`src/rtl/neural_pkg.sv`:
```
// rtl/neural_pkg.sv - shared types and constants for the neural layer sequencer
package neural_pkg;

    localparam int NEURONS      = 4;
    localparam int DATA_W_DEF   = 32;
    localparam int WEIGHT_W_DEF = 8;

    typedef enum logic [2:0] {
        S_IDLE,
        S_WLOAD,
        S_WGAP,
        S_TRIG,
        S_WAIT,
        S_CAPT
    } state_t;

    // Flat weight table index: 16 entries per layer, 4 per neuron.
    function automatic int unsigned table_index(input int unsigned layer,
                                                input int unsigned neuron,
                                                input int unsigned inp);
        return layer * 16 + neuron * NEURONS + inp;
    endfunction

endpackage

```
`src/rtl/neural_weight_table.sv`:
```
// rtl/neural_weight_table.sv - weight register file, one write port, combinational read, no reset
module neural_weight_table #(
    parameter int DEPTH    = 32,
    parameter int WEIGHT_W = 8,
    parameter int AW       = 5
) (
    input  logic                clk,
    input  logic                we,
    input  logic [AW-1:0]       waddr,
    input  logic [WEIGHT_W-1:0] wdata,
    input  logic [AW-1:0]       raddr,
    output logic [WEIGHT_W-1:0] rdata
);

    logic [WEIGHT_W-1:0] mem [DEPTH];

    always_ff @(posedge clk) begin
        if (we && (32'(waddr) < DEPTH)) begin
            mem[waddr] <= wdata;
        end
    end

    assign rdata = mem[raddr];

endmodule

```
`src/rtl/neural_layer_sequencer.sv`:
```
// rtl/neural_layer_sequencer.sv - streams weights/activations into NeuralUnit layer by layer
// Optional layerDone watchdog enabled by defining NEURAL_SEQ_TIMEOUT_EN.
module neural_layer_sequencer
    import neural_pkg::*;
#(
    parameter int  NUM_LAYERS     = 2,
    parameter int  DATA_W         = DATA_W_DEF,
    parameter int  WEIGHT_W       = WEIGHT_W_DEF,
    parameter int  TIMEOUT_CYCLES = 1024,
    localparam int AW             = $clog2(NUM_LAYERS * 16),
    localparam int LW             = (NUM_LAYERS > 1) ? $clog2(NUM_LAYERS) : 1
) (
    input  logic                clk,
    input  logic                reset,
    input  logic                start,
    input  logic [DATA_W-1:0]   x0,
    input  logic [DATA_W-1:0]   x1,
    input  logic [DATA_W-1:0]   x2,
    input  logic [DATA_W-1:0]   x3,
    input  logic                cfg_we,
    input  logic [AW-1:0]       cfg_addr,
    input  logic [WEIGHT_W-1:0] cfg_wdata,
    output logic                busy,
    output logic                done,
    output logic                err,
    output logic [DATA_W-1:0]   result0,
    output logic [DATA_W-1:0]   result1,
    output logic [DATA_W-1:0]   result2,
    output logic [DATA_W-1:0]   result3,
    output logic [DATA_W-1:0]   nu_input0,
    output logic [DATA_W-1:0]   nu_input1,
    output logic [DATA_W-1:0]   nu_input2,
    output logic [DATA_W-1:0]   nu_input3,
    output logic [WEIGHT_W-1:0] nu_weight,
    output logic [1:0]          nu_address,
    output logic                nu_write,
    output logic                nu_sumTrigger,
    output logic                nu_layer_Sel,
    input  logic [DATA_W-1:0]   nu_layerOut,
    input  logic                nu_layerDone
);

    if (NUM_LAYERS < 1 || NUM_LAYERS > 8 || TIMEOUT_CYCLES < 1) begin : g_param_check
        $error("neural_layer_sequencer: parameter out of range");
    end

    state_t              state, state_n;
    logic [LW-1:0]       layer, layer_n;
    logic [1:0]          neuron, neuron_n, inp, inp_n;
    logic                ld_q, ld_rise, timeout, last_layer, last_neuron;
    logic                busy_n, write_n, trig_n, sel_n, done_n;
    logic [DATA_W-1:0]   cap_buf [3];
    logic [AW-1:0]       rd_addr;
    logic [WEIGHT_W-1:0] rd_data;

    assign last_layer  = (layer == LW'(NUM_LAYERS - 1));
    assign last_neuron = (neuron == 2'(NEURONS - 1));
    assign ld_rise     = nu_layerDone & ~ld_q;
    // Read addressed by the counters being entered so the weight register loads with WLOAD.
    assign rd_addr     = AW'(table_index(32'(layer_n), 32'(neuron_n), 32'(inp_n)));

    neural_weight_table #(
        .DEPTH   (NUM_LAYERS * 16),
        .WEIGHT_W(WEIGHT_W),
        .AW      (AW)
    ) u_table (
        .clk  (clk),
        .we   (cfg_we && (state == S_IDLE)),
        .waddr(cfg_addr),
        .wdata(cfg_wdata),
        .raddr(rd_addr),
        .rdata(rd_data)
    );

    always_ff @(posedge clk or posedge reset) begin
        if (reset) begin
            state  <= S_IDLE;
            layer  <= '0;
            neuron <= '0;
            inp    <= '0;
        end else begin
            state  <= state_n;
            layer  <= layer_n;
            neuron <= neuron_n;
            inp    <= inp_n;
        end
    end

    always_comb begin
        state_n  = state;
        layer_n  = layer;
        neuron_n = neuron;
        inp_n    = inp;
        case (state)
            S_IDLE: if (start) begin
                state_n  = S_WLOAD;
                layer_n  = '0;
                neuron_n = '0;
                inp_n    = '0;
            end
            S_WLOAD: state_n = S_WGAP;
            S_WGAP: begin
                if (inp == 2'd3) begin
                    state_n = S_TRIG;
                end else begin
                    state_n = S_WLOAD;
                    inp_n   = inp + 2'd1;
                end
            end
            S_TRIG: state_n = S_WAIT;
            S_WAIT: begin
                if (ld_rise)      state_n = S_CAPT;
                else if (timeout) state_n = S_IDLE;
            end
            S_CAPT: begin
                inp_n = '0;
                if (!last_neuron) begin
                    neuron_n = neuron + 2'd1;
                    state_n  = S_WLOAD;
                end else if (!last_layer) begin
                    layer_n  = layer + LW'(1);
                    neuron_n = '0;
                    state_n  = S_WLOAD;
                end else begin
                    state_n = S_IDLE;
                end
            end
            default: state_n = S_IDLE;
        endcase
    end

    always_comb begin
        busy_n  = (state_n != S_IDLE);
        write_n = (state_n == S_WLOAD);
        trig_n  = (state_n == S_TRIG);
        sel_n   = (layer_n != LW'(NUM_LAYERS - 1));
        done_n  = (state == S_CAPT) && last_neuron && last_layer;
    end

    always_ff @(posedge clk or posedge reset) begin
        if (reset) begin
            ld_q          <= 1'b0;
            busy          <= 1'b0;
            done          <= 1'b0;
            nu_write      <= 1'b0;
            nu_sumTrigger <= 1'b0;
            nu_layer_Sel  <= 1'b1;
            nu_weight     <= '0;
            nu_address    <= '0;
            nu_input0     <= '0;
            nu_input1     <= '0;
            nu_input2     <= '0;
            nu_input3     <= '0;
            result0       <= '0;
            result1       <= '0;
            result2       <= '0;
            result3       <= '0;
            for (int i = 0; i < 3; i++) cap_buf[i] <= '0;
        end else begin
            ld_q          <= nu_layerDone;
            busy          <= busy_n;
            done          <= done_n;
            nu_write      <= write_n;
            nu_sumTrigger <= trig_n;
            nu_layer_Sel  <= sel_n;
            if (write_n) begin
                nu_weight  <= rd_data;
                nu_address <= inp_n;
            end
            if ((state == S_IDLE) && start) begin
                nu_input0 <= x0;
                nu_input1 <= x1;
                nu_input2 <= x2;
                nu_input3 <= x3;
            end
            // Neuron 3's output comes straight from the unit; the first three are buffered.
            if (state == S_CAPT) begin
                if (!last_neuron) begin
                    cap_buf[neuron] <= nu_layerOut;
                end else if (!last_layer) begin
                    nu_input0 <= cap_buf[0];
                    nu_input1 <= cap_buf[1];
                    nu_input2 <= cap_buf[2];
                    nu_input3 <= nu_layerOut;
                end else begin
                    result0 <= cap_buf[0];
                    result1 <= cap_buf[1];
                    result2 <= cap_buf[2];
                    result3 <= nu_layerOut;
                end
            end
        end
    end

`ifdef NEURAL_SEQ_TIMEOUT_EN
    localparam int TW = $clog2(TIMEOUT_CYCLES + 1);
    logic [TW-1:0] wait_cnt;
    logic          err_q;

    assign timeout = (state == S_WAIT) && !ld_rise && (wait_cnt == TW'(TIMEOUT_CYCLES - 1));

    always_ff @(posedge clk or posedge reset) begin
        if (reset) begin
            wait_cnt <= '0;
            err_q    <= 1'b0;
        end else begin
            wait_cnt <= (state == S_WAIT) ? wait_cnt + TW'(1) : '0;
            if (timeout)                         err_q <= 1'b1;
            else if ((state == S_IDLE) && start) err_q <= 1'b0;
        end
    end

    assign err = err_q;
`else
    assign timeout = 1'b0;
    assign err     = 1'b0;
`endif

endmodule

```
`config.mk`:
```
export PLATFORM = sky130hd
export DESIGN_NAME = neural_layer_sequencer
export DESIGN_NICKNAME = d
export VERILOG_FILES = /design/src/rtl/neural_pkg.sv /design/src/rtl/neural_weight_table.sv /design/src/rtl/neural_layer_sequencer.sv
export SDC_FILE = /design/constraint.sdc
export NUM_CORES = 1
export LEC_CHECK = 0
export BUFFER_PORTS_ARGS = -buffer_cell sky130_fd_sc_hd__buf_4
export CAP_MARGIN = 20
export CORE_ASPECT_RATIO = 0.6
export CORE_UTILIZATION = 56
export DETAILED_ROUTE_END_ITERATION = 8
export PLACE_DENSITY = 0.91
export SLEW_MARGIN = 30
export SYNTH_ARGS = -nofsm -noshare
export SYNTH_HDL_FRONTEND = slang
export SYNTH_SLANG_ARGS = --single-unit
```
`constraint.sdc`:
```
create_clock -name clk -period 16 [get_ports clk]
set_input_delay 3.2 -clock clk [delete_from_list [all_inputs] [get_ports clk]]
set_output_delay 3.2 -clock clk [all_outputs]
set_load 0.005 [all_outputs]
```
======== Word-level counts from Yosys, hierarchy flattened ========
Memories as Yosys holds them, arrays and structs flattened. A register that Yosys moved wholly into a read port is not among the register bits.
Cells that the tools add are included.
storage, ports and cells
  bits in registers ....................... 368
  memory bits (writable) .................. 256
  bits of input ports ..................... 178
  output and inout port bits .............. 272
  logic and storage cells ................. 91
  memories kept ........................... 1
operators by class
  add/sub/neg operators ................... 5
  magnitude comparators ................... 2
  eq/ne operators ......................... 9
  multiplexer cells ....................... 38
  bitwise operators ....................... 5
  reduce and logical (&&, ||, !) cells .... 9
memory list
  memory       depth  width  read ports  clocked after Yosys merged registers in  wr ports  RTL line                   text
  u_table.mem  32     8      1           1                                        1         neural_weight_table.sv:15  logic [WEIGHT_W-1:0] mem [DEPTH];
operator list
  operator                                                               number
  32-bit 2-to-1 mux                                                      17
  96-bit bitwise mux                                                     1
  32-bit demux with 2-bit select                                         1
  3-bit case mux with 6 select lines                                     1
  2-bit 2-to-1 mux                                                       6
  3-bit by 2-bit equality test with 1-bit output, second input constant  3
  1-bit 2-to-1 mux                                                       7
  3-bit by 1-bit equality test with 1-bit output, second input constant  2
  3-bit equality test, second input constant                             2
  3-bit 2-to-1 mux                                                       2
  2-bit case mux with 3 select lines                                     1
  5-bit by 2-bit adder with 5-bit output                                 1
  5-bit by 4-bit adder with 5-bit output                                 1
  1-bit logical AND                                                      5
  2-bit by 1-bit adder with 2-bit output, second input constant          2
  2-bit equality test, second input constant                             2
  2-bit case mux with 2 select lines                                     1
  3-bit >= comparator, second input constant                             1
  3-bit zero test                                                        1
  3-bit by 1-bit < comparator with 1-bit output, second input constant   1
  1-bit NOT                                                              3
  2-bit NOT with 3-bit output                                            1
  3-bit AND reduction                                                    1
  3-bit nonzero test                                                     1
  4 further kinds                                                        4

======== Longest topological paths before layout ========
Gate-level depths: netlist of the first run.
  word-level depth ........................ 6
  gate-level depth with buffers ........... 12
  gate-level depth less buffers ........... 9

======== Modules after synthesis ========
From an unflattened synthesis of the first run, not the netlist that was laid out.
second synthesis, totals
  cell total of the unflattened synthesis .. 1,530
  area, all modules ....................... 25,254.2 sq um
modules (own cells, without submodules)
  module                  instances  cells each  area each (sq um)  seq. area each (sq um)
  neural_layer_sequencer  1          1,121       15,361.0           9,410.3
  neural_weight_table     1          409         9,893.2            7,687.4

======== Least setup slack after synthesis of the first run ========
OpenSTA, ideal clock, no wires.
  path kind ............................... input -> register
  start point ............................. input start
  end point ............................... register nu_weight[0] (read register of u_table.mem)
  library setup time ...................... 0.120 ns
  data arrival time ....................... 4.956 ns
  data required time ...................... 15.880 ns
  slack ................................... 10.924 ns
  cell stages on the path ................. 10
  buffers on the path ..................... 3
  cell sequence ........................... or3b_1 -> a221o_1 -> buf_6 -> buf_8 -> buf_8 -> mux2i_1 -> mux2i_1 -> a221oi_1 -> nand3_1 -> o211a_1
between the ends
  longest elaborated chain between the ends .. 4
  elaborated cells between the ends (all ways) .. 11
  those cells by class .................... add/sub (2); eq/ne (1); mux (8)
RTL lines
  what                                                                                      RTL line                      text
  start, declared                                                                           neural_layer_sequencer.sv:15  input logic start,
  2-bit 2-to-1 mux or 1-bit 2-to-1 mux (tied branches)                                      neural_layer_sequencer.sv:95  S_IDLE: if (start) begin
  2-bit case mux with 2 select lines or 1-bit case mux with 2 select lines (tied branches)  neural_layer_sequencer.sv:94  case (state)
  5-bit by 4-bit adder with 5-bit output                                                    neural_pkg.sv:21              return layer * 16 + neuron * NEURONS + inp;
  5-bit by 2-bit adder with 5-bit output                                                    neural_pkg.sv:21
  end, declared                                                                             neural_layer_sequencer.sv:34  output logic [WEIGHT_W-1:0] nu_weight,
Several ways; a longest one is shown, not always the timed one.
A chain may end at the register's enable or synchronous reset.

======== Worst setup path in the final report of the first run ========
  start point ............................. input start
  end point ............................... register nu_weight[6] (read register of u_table.mem)
The elaborated chain is that of the path after synthesis.

==> results of run 1 <==
==> sequential cells by signal, indices dropped and copies added, names as in the netlist, 3 cells and up <==
name         count
u_table.mem    256
nu_input2       32
result1         32
nu_weight        8
nu_input0       32
result0         32
result3         32
cap_buf         96
state            3
nu_input3       32
result2         32
nu_input1       32
==> cells in the final DEF, fill, tap and decap left out, drive strengths merged, types with 2 or more instances in the layout <==
cell type	count
bufinv	3
nand2	566
nor4bb	2
or3	2
dfrtp	375
a21boi	2
nor3b	2
o2111ai	7
buf	463
clkinv	16
mux2i	235
a31oi	2
a21oi	4
nand3	27
or3b	3
nand4	2
clkbuf	77
nor3	4
edfxtp	256
o21ai	132
a22oi	10
and2	6
diode	8
nand3b	4
mux2	116
inv	8
nor2b	4
o211a	7
nor2	39
mux4	16
ha	4
a21o	4
a221oi	8
==> layer usage <==
layer / part of all wire / global-route usage / vias up
met2: 0.45 / 0.473 / 1120
met3: 0.098 / 0.0834 / 271
met1: 0.39 / 0.435 / 9040
met5: 0.00027 / 0 / -
met4: 0.059 / 0.169 / 4
li1: - / - / 7702
==> cells by family after synthesis <==
group | count (synthesis) | synth area share
and+or+nand+nor | 664 | 0.103
DFF | 632 | 0.671
muxes | 367 | 0.158
AOI/OAI and AO/OA | 185 | 0.0432
buffers and inverters | 123 | 0.0221
adders and majority gates | 4 | 0.00197
other | 1 | 0.000147
==> power by group <==
group	internal, mW	total, mW	switching [mW]
clock network	0.714	1.30	0.584
registers	2.05	2.33	0.278
logic	0.828	1.69	0.858
total	3.59	5.31	1.72
==> how the worst min path moves through the flow <==
stage | cells past startpoint | startpoint | end
after detailed placement | 2 | result3[2] | result3[2]
final | 2 | cap_buf[87] | result0[23]
after floorplan | 2 | cap_buf[64] | result0[0]
after global routing | 2 | cap_buf[87] | result0[23]
after CTS | 2 | result0[14] | result0[14]
after global placement | 2 | result1[2] | result1[2]
==> worst max-delay path, cell delays in order <==
cell	delay [ps]
sky130_fd_sc_hd__buf_4	130
sky130_fd_sc_hd__or3b_1	190
sky130_fd_sc_hd__a21oi_1	70
sky130_fd_sc_hd__or4_1	800
sky130_fd_sc_hd__inv_4	660
sky130_fd_sc_hd__mux2i_1	260
sky130_fd_sc_hd__mux2i_1	120
sky130_fd_sc_hd__o2111ai_1	600
sky130_fd_sc_hd__o211a_1	260
==> layout make-up <==
cell class / instances / area (um^2)
clock inverter: 19 / 164
clock buffer: 77 / 1540
fill: 2923 / 13800
inverter: 8 / 47.5
multi-input combinational: 1221 / 7850
sequential: 632 / 17100
tap: 589 / 737
timing repair buffer: 463 / 3540
antenna: 8 / 20.0
==> report_table.html, run 1 <==
<table>
<tr><th>Metric</th><th>Value</th></tr>
<tr><th colspan="2">Logic synthesis</th></tr>
<tr><td>Avg Cell Area, Syn</td><td>roughly 13 um^2</td></tr>
<tr><td>Yosys Warn Count</td><td>0</td></tr>
<tr><td>Most instantiated cells after synthesis</td><td>sky130_fd_sc_hd__nand2_1 (566), sky130_fd_sc_hd__dfrtp_1 (375), sky130_fd_sc_hd__edfxtp_1 (256), sky130_fd_sc_hd__mux2i_1 (235), sky130_fd_sc_hd__o21ai_0 (132)</td></tr>
<tr><td>Cell accounting for the most synthesized area</td><td>sky130_fd_sc_hd__dfrtp_1</td></tr>
<tr><td>Cell with the most instances after synthesis</td><td>sky130_fd_sc_hd__nand2_1</td></tr>
<tr><td>Share of the yosys chip area belonging to registers</td><td>0.671</td></tr>
<tr><td>Top cell type's share of synthesized area</td><td>0.368</td></tr>
<tr><td>Post-synth ARST share</td><td>0.595</td></tr>
<tr><td>Number of enable-type register cells in the synthesized netlist</td><td>about 260</td></tr>
<tr><td>Cell types occupying the most area after synthesis</td><td>sky130_fd_sc_hd__dfrtp_1 (37%), sky130_fd_sc_hd__edfxtp_1 (30%), sky130_fd_sc_hd__mux2i_1 (9.2%), sky130_fd_sc_hd__nand2_1 (8.3%), sky130_fd_sc_hd__mux2_2 (5.1%)</td></tr>
<tr><td>Area of the mapped netlist</td><td>0.0255 mm^2</td></tr>
<tr><td>Post-Syn Instances</td><td>between 1,500 and 2,000</td></tr>
<tr><td>Number of synthesized register bits</td><td>632</td></tr>
<tr><td>Post-synthesis cell type count</td><td>53</td></tr>
<tr><td>Most used flip-flop cell after synthesis</td><td>sky130_fd_sc_hd__dfrtp_1</td></tr>
<tr><td>Post-synthesis net count</td><td>2,158</td></tr>
<tr><th colspan="2">Timing</th></tr>
<tr><td>F_max</td><td>172 MHz</td></tr>
<tr><td>Count of final max-slew check failures</td><td>0</td></tr>
<tr><td>Fin Clk Skew</td><td>25.9 ps</td></tr>
<tr><td>Worst-Margin Slew</td><td>954 ps</td></tr>
<tr><td>Post-route fraction of the period consumed by the critical path</td><td>0.363</td></tr>
<tr><td>Fin. Hold Viols</td><td>0</td></tr>
<tr><td>Setup violation total in the final timing report</td><td>0</td></tr>
<tr><td>Post-Route Hold Slack</td><td>470 ps</td></tr>
<tr><td>RSZ-0062 raised after global routing</td><td>no</td></tr>
<tr><td>Final min period</td><td>between 5000 and 6000 ps</td></tr>
<tr><td>Rel. slew slack</td><td>0.361</td></tr>
<tr><td>Final setup margin</td><td>10,190 ps</td></tr>
<tr><td>Final TNS setup</td><td>0 ps</td></tr>
<tr><th colspan="2">Route</th></tr>
<tr><td>Total wirelength of the detailed-routed design</td><td>approximately 75,000 um</td></tr>
<tr><td>Pre-antenna DRT Iters</td><td>6</td></tr>
<tr><td>Vias per cell</td><td>6.01</td></tr>
<tr><td>ANT nets after route</td><td>0</td></tr>
<tr><td>Initial DRC count</td><td>roughly 2,000</td></tr>
<tr><td>DRC violations left</td><td>0</td></tr>
<tr><td>Via count</td><td>18,137</td></tr>
<tr><td>Average wire per cell in the routed design</td><td>24.7 um</td></tr>
<tr><th colspan="2">Placed design</th></tr>
<tr><td>Area after detailed placement</td><td>0.0292 mm^2</td></tr>
<tr><td>Estimated wirelength of the detail-placed design</td><td>50,000 um</td></tr>
<tr><td>Total of buffers placed on input and output ports</td><td>between 400 and 500</td></tr>
<tr><td>Placer congestion estimate</td><td>~1</td></tr>
<tr><td>Setup slack at placement</td><td>9460 ps</td></tr>
<tr><td>Post-placement cell count</td><td>between 2,000 and 3,000</td></tr>
<tr><th colspan="2">Worst setup path</th></tr>
<tr><td>Required time of the critical path</td><td>16,500 ps</td></tr>
<tr><td>Worst r2r path cells</td><td>7</td></tr>
<tr><td>R2r setup slk</td><td>~12,000 ps</td></tr>
<tr><td>Crit path from</td><td>start</td></tr>
<tr><td>Terminus of the critical flop-to-flop path</td><td>nu_weight[4]</td></tr>
<tr><td>Highest fanout seen on the critical path</td><td>46</td></tr>
<tr><td>Worst setup path endpoint</td><td>nu_weight[6]</td></tr>
<tr><td>CP arrival</td><td>6310 ps</td></tr>
<tr><td>Start-to-end type of the worst setup path</td><td>input pin to flip-flop</td></tr>
<tr><td>CP Capture Type</td><td>flip-flop</td></tr>
<tr><td>Startpoint of the lowest-slack register-to-register path</td><td>state[0]</td></tr>
<tr><td>Crit start category</td><td>input pin</td></tr>
<tr><th colspan="2">Cells and area</th></tr>
<tr><td>Final cell area excluding filler cells</td><td>0.0310 mm^2</td></tr>
<tr><td>Layout net count</td><td>between 2,000 and 3,000</td></tr>
<tr><td>Final core utilization</td><td>0.692</td></tr>
<tr><td>Filler-free cell count of the finished design</td><td>3,017</td></tr>
<tr><td>Share of cells above drive strength 1</td><td>0.282</td></tr>
<tr><td>Signed area change from the synthesized netlist to the final layout</td><td>21.7%</td></tr>
<tr><th colspan="2">Job</th></tr>
<tr><td>Max-cap violations</td><td>0</td></tr>
<tr><th colspan="2">Die</th></tr>
<tr><td>Area enclosed by the die boundary</td><td>0.0464 mm^2</td></tr>
<tr><td>Vertical die dimension</td><td>167 um</td></tr>
<tr><td>Effective utilization at floorplan</td><td>0.568</td></tr>
<tr><td>Core Region</td><td>0.0448 mm^2</td></tr>
<tr><td>Row cnt</td><td>60</td></tr>
<tr><td>Chip width</td><td>277 um</td></tr>
<tr><td>Ports placed on the boundary</td><td>450</td></tr>
<tr><th colspan="2">Global routing</th></tr>
<tr><td>Wire length of the first global-routing pass</td><td>111,000 um</td></tr>
<tr><td>Number of global-route vias before repair</td><td>17,980</td></tr>
<tr><td>Pin count of the biggest net entering global routing</td><td>183</td></tr>
<tr><td>Antenna violations before repair</td><td>10</td></tr>
<tr><td>GRT Util Overall</td><td>0.319</td></tr>
<tr><td>Total global routing overflow</td><td>0</td></tr>
<tr><th colspan="2">Clocking</th></tr>
<tr><td>Number of buffers inserted by post-CTS setup repair</td><td>0</td></tr>
<tr><td>Max Root-Sink Buffers</td><td>3</td></tr>
<tr><td>Clk Latency, worst-skew pair</td><td>590 ps</td></tr>
<tr><td>Post-CTS Hold Fix Bufs</td><td>0</td></tr>
<tr><td>Root buffer cell</td><td>sky130_fd_sc_hd__clkbuf_16</td></tr>
<tr><td>Total number of H-tree levels</td><td>2</td></tr>
<tr><td>Clock tree from TritonCTS</td><td>yes</td></tr>
<tr><td>TritonCTS Sinks</td><td>632</td></tr>
<tr><td>Clock transition at the register clock pins on the worst setup and hold paths after CTS</td><td>70 ps</td></tr>
<tr><td>Number of gates given a new drive strength after cts</td><td>0</td></tr>
<tr><td>Number of buffers created by CTS</td><td>55</td></tr>
<tr><th colspan="2">Worst hold path</th></tr>
<tr><td>Type of the most critical hold path</td><td>flip-flop to flip-flop</td></tr>
<tr><th colspan="2">Power and ir drop</th></tr>
<tr><td>VDD IR max</td><td>between 0.0001 and 0.00015 V</td></tr>
<tr><td>Final Total Pwr</td><td>5.31 mW</td></tr>
<tr><td>Leak</td><td>13.1 nW</td></tr>
<tr><td>Total power density per cell area</td><td>171 mW/mm^2</td></tr>
<tr><th colspan="2">Outcome</th></tr>
<tr><td>Status</td><td>completed</td></tr>
</table>
Power figures use the tool's default switching activity.
==> run 2: changes to the inputs <==
Settings changed: ABC_AREA from default to 1, CORE_UTILIZATION 56 to 51, PLACE_DENSITY 0.91 to 0.88.
Clock period 16 ns to 4.7 ns, I/O delays scaled along.
==> report_table.html, run 2 <==
<table>
<tr><th>Metric</th><th>Value</th></tr>
<tr><th colspan="2">Outcome</th></tr>
<tr><td>Status</td><td>completed</td></tr>
<tr><th colspan="2">Worst setup path</th></tr>
<tr><td>Sum of buffers and inverters on the critical path</td><td>2</td></tr>
<tr><td>CP Capture Type</td><td>flip-flop</td></tr>
<tr><td>Cell family with the largest share of critical-path delay</td><td>simple AND/OR/NAND/NOR gates</td></tr>
<tr><td>Max stage delay cell, worst path</td><td>sky130_fd_sc_hd__buf_4</td></tr>
<tr><td>Worst r2r path cells</td><td>13</td></tr>
<tr><td>Cell Chain, Critical Path</td><td>nor2_1 &gt; nand2_2 &gt; nor2_1 &gt; nor2_4 &gt; buf_4 &gt; buf_4 &gt; nand3_1 &gt; nand3_1 &gt; nand3_1 &gt; nand3_1 &gt; nand3_1 &gt; nand3_1 &gt; nand2_1</td></tr>
<tr><td>Required time of the critical path</td><td>between 5000 and 6000 ps</td></tr>
<tr><td>CP arrival</td><td>3810 ps</td></tr>
<tr><td>Most repeated library cell on the critical path</td><td>sky130_fd_sc_hd__nand3_1</td></tr>
<tr><td>Max stage delay on crit path</td><td>740 ps</td></tr>
<tr><td>Crit. path cell count</td><td>13</td></tr>
<tr><td>R2r setup slk</td><td>roughly 1400 ps</td></tr>
<tr><td>Crit start category</td><td>flip-flop</td></tr>
<tr><td>Start-to-end type of the worst setup path</td><td>flip-flop to flip-flop</td></tr>
<tr><td>Highest fanout seen on the critical path</td><td>86</td></tr>
<tr><th colspan="2">Logic synthesis</th></tr>
<tr><td>Adder and majority gate portion of the synthesized area</td><td>0.00195</td></tr>
<tr><td>Post-synthesis net count</td><td>about 2,700</td></tr>
<tr><td>Yosys Warn Count</td><td>0</td></tr>
<tr><td>Share of the yosys chip area belonging to registers</td><td>0.666</td></tr>
<tr><td>Compound-cell area share of the yosys netlist</td><td>0.103</td></tr>
<tr><td>Synthesized-area fraction occupied by xor and xnor cells</td><td>0</td></tr>
<tr><td>Post-Syn Instances</td><td>2,542</td></tr>
<tr><td>Dominant combinational cell family by area after synthesis</td><td>simple AND/OR/NAND/NOR gates</td></tr>
<tr><td>Most instantiated cells after synthesis</td><td>sky130_fd_sc_hd__nand2_1 (557), sky130_fd_sc_hd__dfrtp_1 (375), sky130_fd_sc_hd__o21ai_0 (351), sky130_fd_sc_hd__nand3_1 (269), sky130_fd_sc_hd__edfxtp_1 (256)</td></tr>
<tr><td>Number of synthesized register bits</td><td>~630</td></tr>
<tr><td>Cell types occupying the most area after synthesis</td><td>sky130_fd_sc_hd__dfrtp_1 (37%), sky130_fd_sc_hd__edfxtp_1 (30%), sky130_fd_sc_hd__nand2_1 (8.1%), sky130_fd_sc_hd__o21ai_0 (6.8%), sky130_fd_sc_hd__nand3_1 (5.2%)</td></tr>
<tr><td>Post-synthesis cell type count</td><td>31</td></tr>
<tr><td>Area fraction in and, or, nand and nor cells after synthesis</td><td>0.172</td></tr>
<tr><td>Post-synth ARST share</td><td>0.595</td></tr>
<tr><td>Cell accounting for the most synthesized area</td><td>sky130_fd_sc_hd__dfrtp_1</td></tr>
<tr><td>Area of the mapped netlist</td><td>approximately 0.026 mm^2</td></tr>
<tr><td>Most used flip-flop cell after synthesis</td><td>sky130_fd_sc_hd__dfrtp_1</td></tr>
<tr><td>Proportion of synthesized area in mux cells</td><td>0</td></tr>
<tr><td>Top cell type's share of synthesized area</td><td>0.365</td></tr>
<tr><td>Number of enable-type register cells in the synthesized netlist</td><td>roughly 260</td></tr>
<tr><td>Avg Cell Area, Syn</td><td>10.1 um^2</td></tr>
<tr><td>Cell with the most instances after synthesis</td><td>sky130_fd_sc_hd__nand2_1</td></tr>
<tr><th colspan="2">Global routing</th></tr>
<tr><td>GRT Util Overall</td><td>0.318</td></tr>
<tr><td>Pin count of the biggest net entering global routing</td><td>148</td></tr>
<tr><td>Total global routing overflow</td><td>0</td></tr>
<tr><td>Wire length of the first global-routing pass</td><td>123,000 um</td></tr>
<tr><td>Number of global-route vias before repair</td><td>20,090</td></tr>
<tr><td>Antenna violations before repair</td><td>9</td></tr>
<tr><th colspan="2">Cells and area</th></tr>
<tr><td>Final core utilization</td><td>0.629</td></tr>
<tr><td>Largest register by flop count</td><td>u_table.mem</td></tr>
<tr><td>Share of cells above drive strength 1</td><td>0.197</td></tr>
<tr><td>Filler-free cell count of the finished design</td><td>3,595</td></tr>
<tr><td>Final cell area excluding filler cells</td><td>0.0312 mm^2</td></tr>
<tr><td>Largest registers ranked by flip-flop count</td><td>u_table.mem (256), cap_buf (96)</td></tr>
<tr><td>Largest register FFs</td><td>around 260</td></tr>
<tr><td># fillers</td><td>around 3,700</td></tr>
<tr><td>Layout net count</td><td>~3,100</td></tr>
<tr><td>Top library cells by usage in the layout, fill and taps aside</td><td>sky130_fd_sc_hd__nand2_1 (552), sky130_fd_sc_hd__buf_4 (466), sky130_fd_sc_hd__dfrtp_1 (375)</td></tr>
<tr><td>Signed area change from the synthesized netlist to the final layout</td><td>21.4%</td></tr>
<tr><td>Most common library cell in the layout ignoring fill and taps</td><td>sky130_fd_sc_hd__nand2_1</td></tr>
<tr><th colspan="2">Clocking</th></tr>
<tr><td>Clk Latency, worst-skew pair</td><td>590 ps</td></tr>
<tr><td>TritonCTS Sinks</td><td>632</td></tr>
<tr><td>Max Root-Sink Buffers</td><td>3</td></tr>
<tr><td>Root buffer cell</td><td>sky130_fd_sc_hd__clkbuf_16</td></tr>
<tr><td>Number of gates given a new drive strength after cts</td><td>0</td></tr>
<tr><td>Total number of H-tree levels</td><td>2</td></tr>
<tr><td>Clock transition at the register clock pins on the worst setup and hold paths after CTS</td><td>70 ps</td></tr>
<tr><td>Post-CTS Hold Fix Bufs</td><td>0</td></tr>
<tr><td>Number of buffers inserted by post-CTS setup repair</td><td>0</td></tr>
<tr><td>Clock tree from TritonCTS</td><td>yes</td></tr>
<tr><td>Number of buffers created by CTS</td><td>54</td></tr>
<tr><th colspan="2">Timing</th></tr>
<tr><td>RSZ-0062 raised after global routing</td><td>no</td></tr>
<tr><td>Worst-Margin Slew</td><td>981 ps</td></tr>
<tr><td>Setup violation total in the final timing report</td><td>0</td></tr>
<tr><td>Rel. slew slack</td><td>0.346</td></tr>
<tr><td>Post-route fraction of the period consumed by the critical path</td><td>0.710</td></tr>
<tr><td>Final min period</td><td>3340 ps</td></tr>
<tr><td>Fin. Hold Viols</td><td>0</td></tr>
<tr><td>Fin Clk Skew</td><td>23.0 ps</td></tr>
<tr><td>F_max</td><td>300 MHz</td></tr>
<tr><td>Count of final max-slew check failures</td><td>0</td></tr>
<tr><th colspan="2">Placed design</th></tr>
<tr><td>Total of buffers placed on input and output ports</td><td>448</td></tr>
<tr><td>Post-placement cell count</td><td>around 3,500</td></tr>
<tr><td>Placer congestion estimate</td><td>a little under 1</td></tr>
<tr><td>Area after detailed placement</td><td>0.0295 mm^2</td></tr>
<tr><td>Estimated wirelength of the detail-placed design</td><td>55,100 um</td></tr>
<tr><th colspan="2">Die</th></tr>
<tr><td>Chip width</td><td>292 um</td></tr>
<tr><td>Row cnt</td><td>63</td></tr>
<tr><td>Ports placed on the boundary</td><td>450</td></tr>
<tr><td>Vertical die dimension</td><td>176 um</td></tr>
<tr><td>Effective utilization at floorplan</td><td>0.518</td></tr>
<tr><td>Core Region</td><td>roughly 0.050 mm^2</td></tr>
<tr><td>Area enclosed by the die boundary</td><td>0.0513 mm^2</td></tr>
<tr><th colspan="2">Route</th></tr>
<tr><td>Total wirelength of the detailed-routed design</td><td>83,700 um</td></tr>
<tr><td>ANT nets after route</td><td>0</td></tr>
<tr><td>Vias per cell</td><td>5.95</td></tr>
<tr><td>Pre-antenna DRT Iters</td><td>8</td></tr>
<tr><td>Initial DRC count</td><td>roughly 2,800</td></tr>
<tr><td>Via count</td><td>between 20,000 and 25,000</td></tr>
<tr><td>DRC violations left</td><td>0</td></tr>
<tr><td>Average wire per cell in the routed design</td><td>23.3 um</td></tr>
<tr><th colspan="2">Job</th></tr>
<tr><td>Max-cap violations</td><td>0</td></tr>
<tr><th colspan="2">Worst hold path</th></tr>
<tr><td>Type of the most critical hold path</td><td>input pin to asynchronous set/reset pin</td></tr>
<tr><th colspan="2">Power and ir drop</th></tr>
<tr><td>VDD IR max</td><td>0.000396 V</td></tr>
<tr><td>Leak</td><td>14.5 nW</td></tr>
<tr><td>Total power density per cell area</td><td>approximately 570 mW/mm^2</td></tr>
</table>
-- run 2: final timing paths --
kind | start | end
min in group clk | result0[2] | result0[2]
min reg2reg | result0[2] | result0[2]
max reg2reg | state[0] | nu_weight[6]
max in group asynchronous | reset | nu_input1[16]
min | reset | result1[30]
max | state[0] | nu_weight[6]
-- run 2: logic make-up after synthesis --
kind of cell	count (synthesis)
AND/OR/NAND/NOR	1041
flip-flops	632
buffers and inverters	376
other	1
AO/OA/AOI/OAI	488
adder cells (fa/ha/maj)	4
-- run 2: stage by stage --
step	setup TNS, ps	power [mW]	setup slack, ps	hold WS, ps
final	0	17.7	1360	319
after global routing	0	18.5	1210	327
after CTS	0	17.5	1490	476
after detailed placement	0	13.1	1000	473
after global placement	0	12.9	1100	465
after floorplan	-483470	10.6	-1290	453
-- run 2: worst register-to-register path: stages, from the launching register on --
cell	delay, ps
sky130_fd_sc_hd__dfrtp_1	440
sky130_fd_sc_hd__nor2_1	80
sky130_fd_sc_hd__nand2_2	160
sky130_fd_sc_hd__nor2_1	90
sky130_fd_sc_hd__nor2_4	140
sky130_fd_sc_hd__buf_4	740
sky130_fd_sc_hd__buf_4	660
sky130_fd_sc_hd__nand3_1	190
sky130_fd_sc_hd__nand3_1	160
sky130_fd_sc_hd__nand3_1	120
sky130_fd_sc_hd__nand3_1	130
sky130_fd_sc_hd__nand3_1	150
sky130_fd_sc_hd__nand3_1	120
sky130_fd_sc_hd__nand2_1	60
-- run 2: layer usage --
metal / global-route usage / vias up / wire length (um)
met5: 0 / - / 0
met4: 0.155 / 0 / 4810
met3: 0.0986 / 348 / 10700
met2: 0.452 / 1546 / 35900
met1: 0.444 / 10224 / 32200
li1: - / 9270 / -
-- run 2: final cells by class --
cell class,instances,area [um^2],share of cell area
sequential,632,17100,0.548
multi-input combinational,1534,7150,0.229
timing repair buffer,474,3650,0.117
clock buffer,76,1520,0.0486
tap,650,813,0.0261
inverter,207,791,0.0254
clock inverter,20,159,0.00510
antenna,2,5.00,0.000161
-- run 2: power breakdown --
| group | switching, mW | internal [mW] | leakage [nW] | total [mW] |
|---|---|---|---|---|
| clock | 2.04 | 2.36 | 0.826 | 4.39 |
| combinational | 3.79 | 2.14 | 7.03 | 5.92 |
| sequential | 0.615 | 6.75 | 6.62 | 7.36 |
| total | 6.44 | 11.2 | 14.5 | 17.7 |
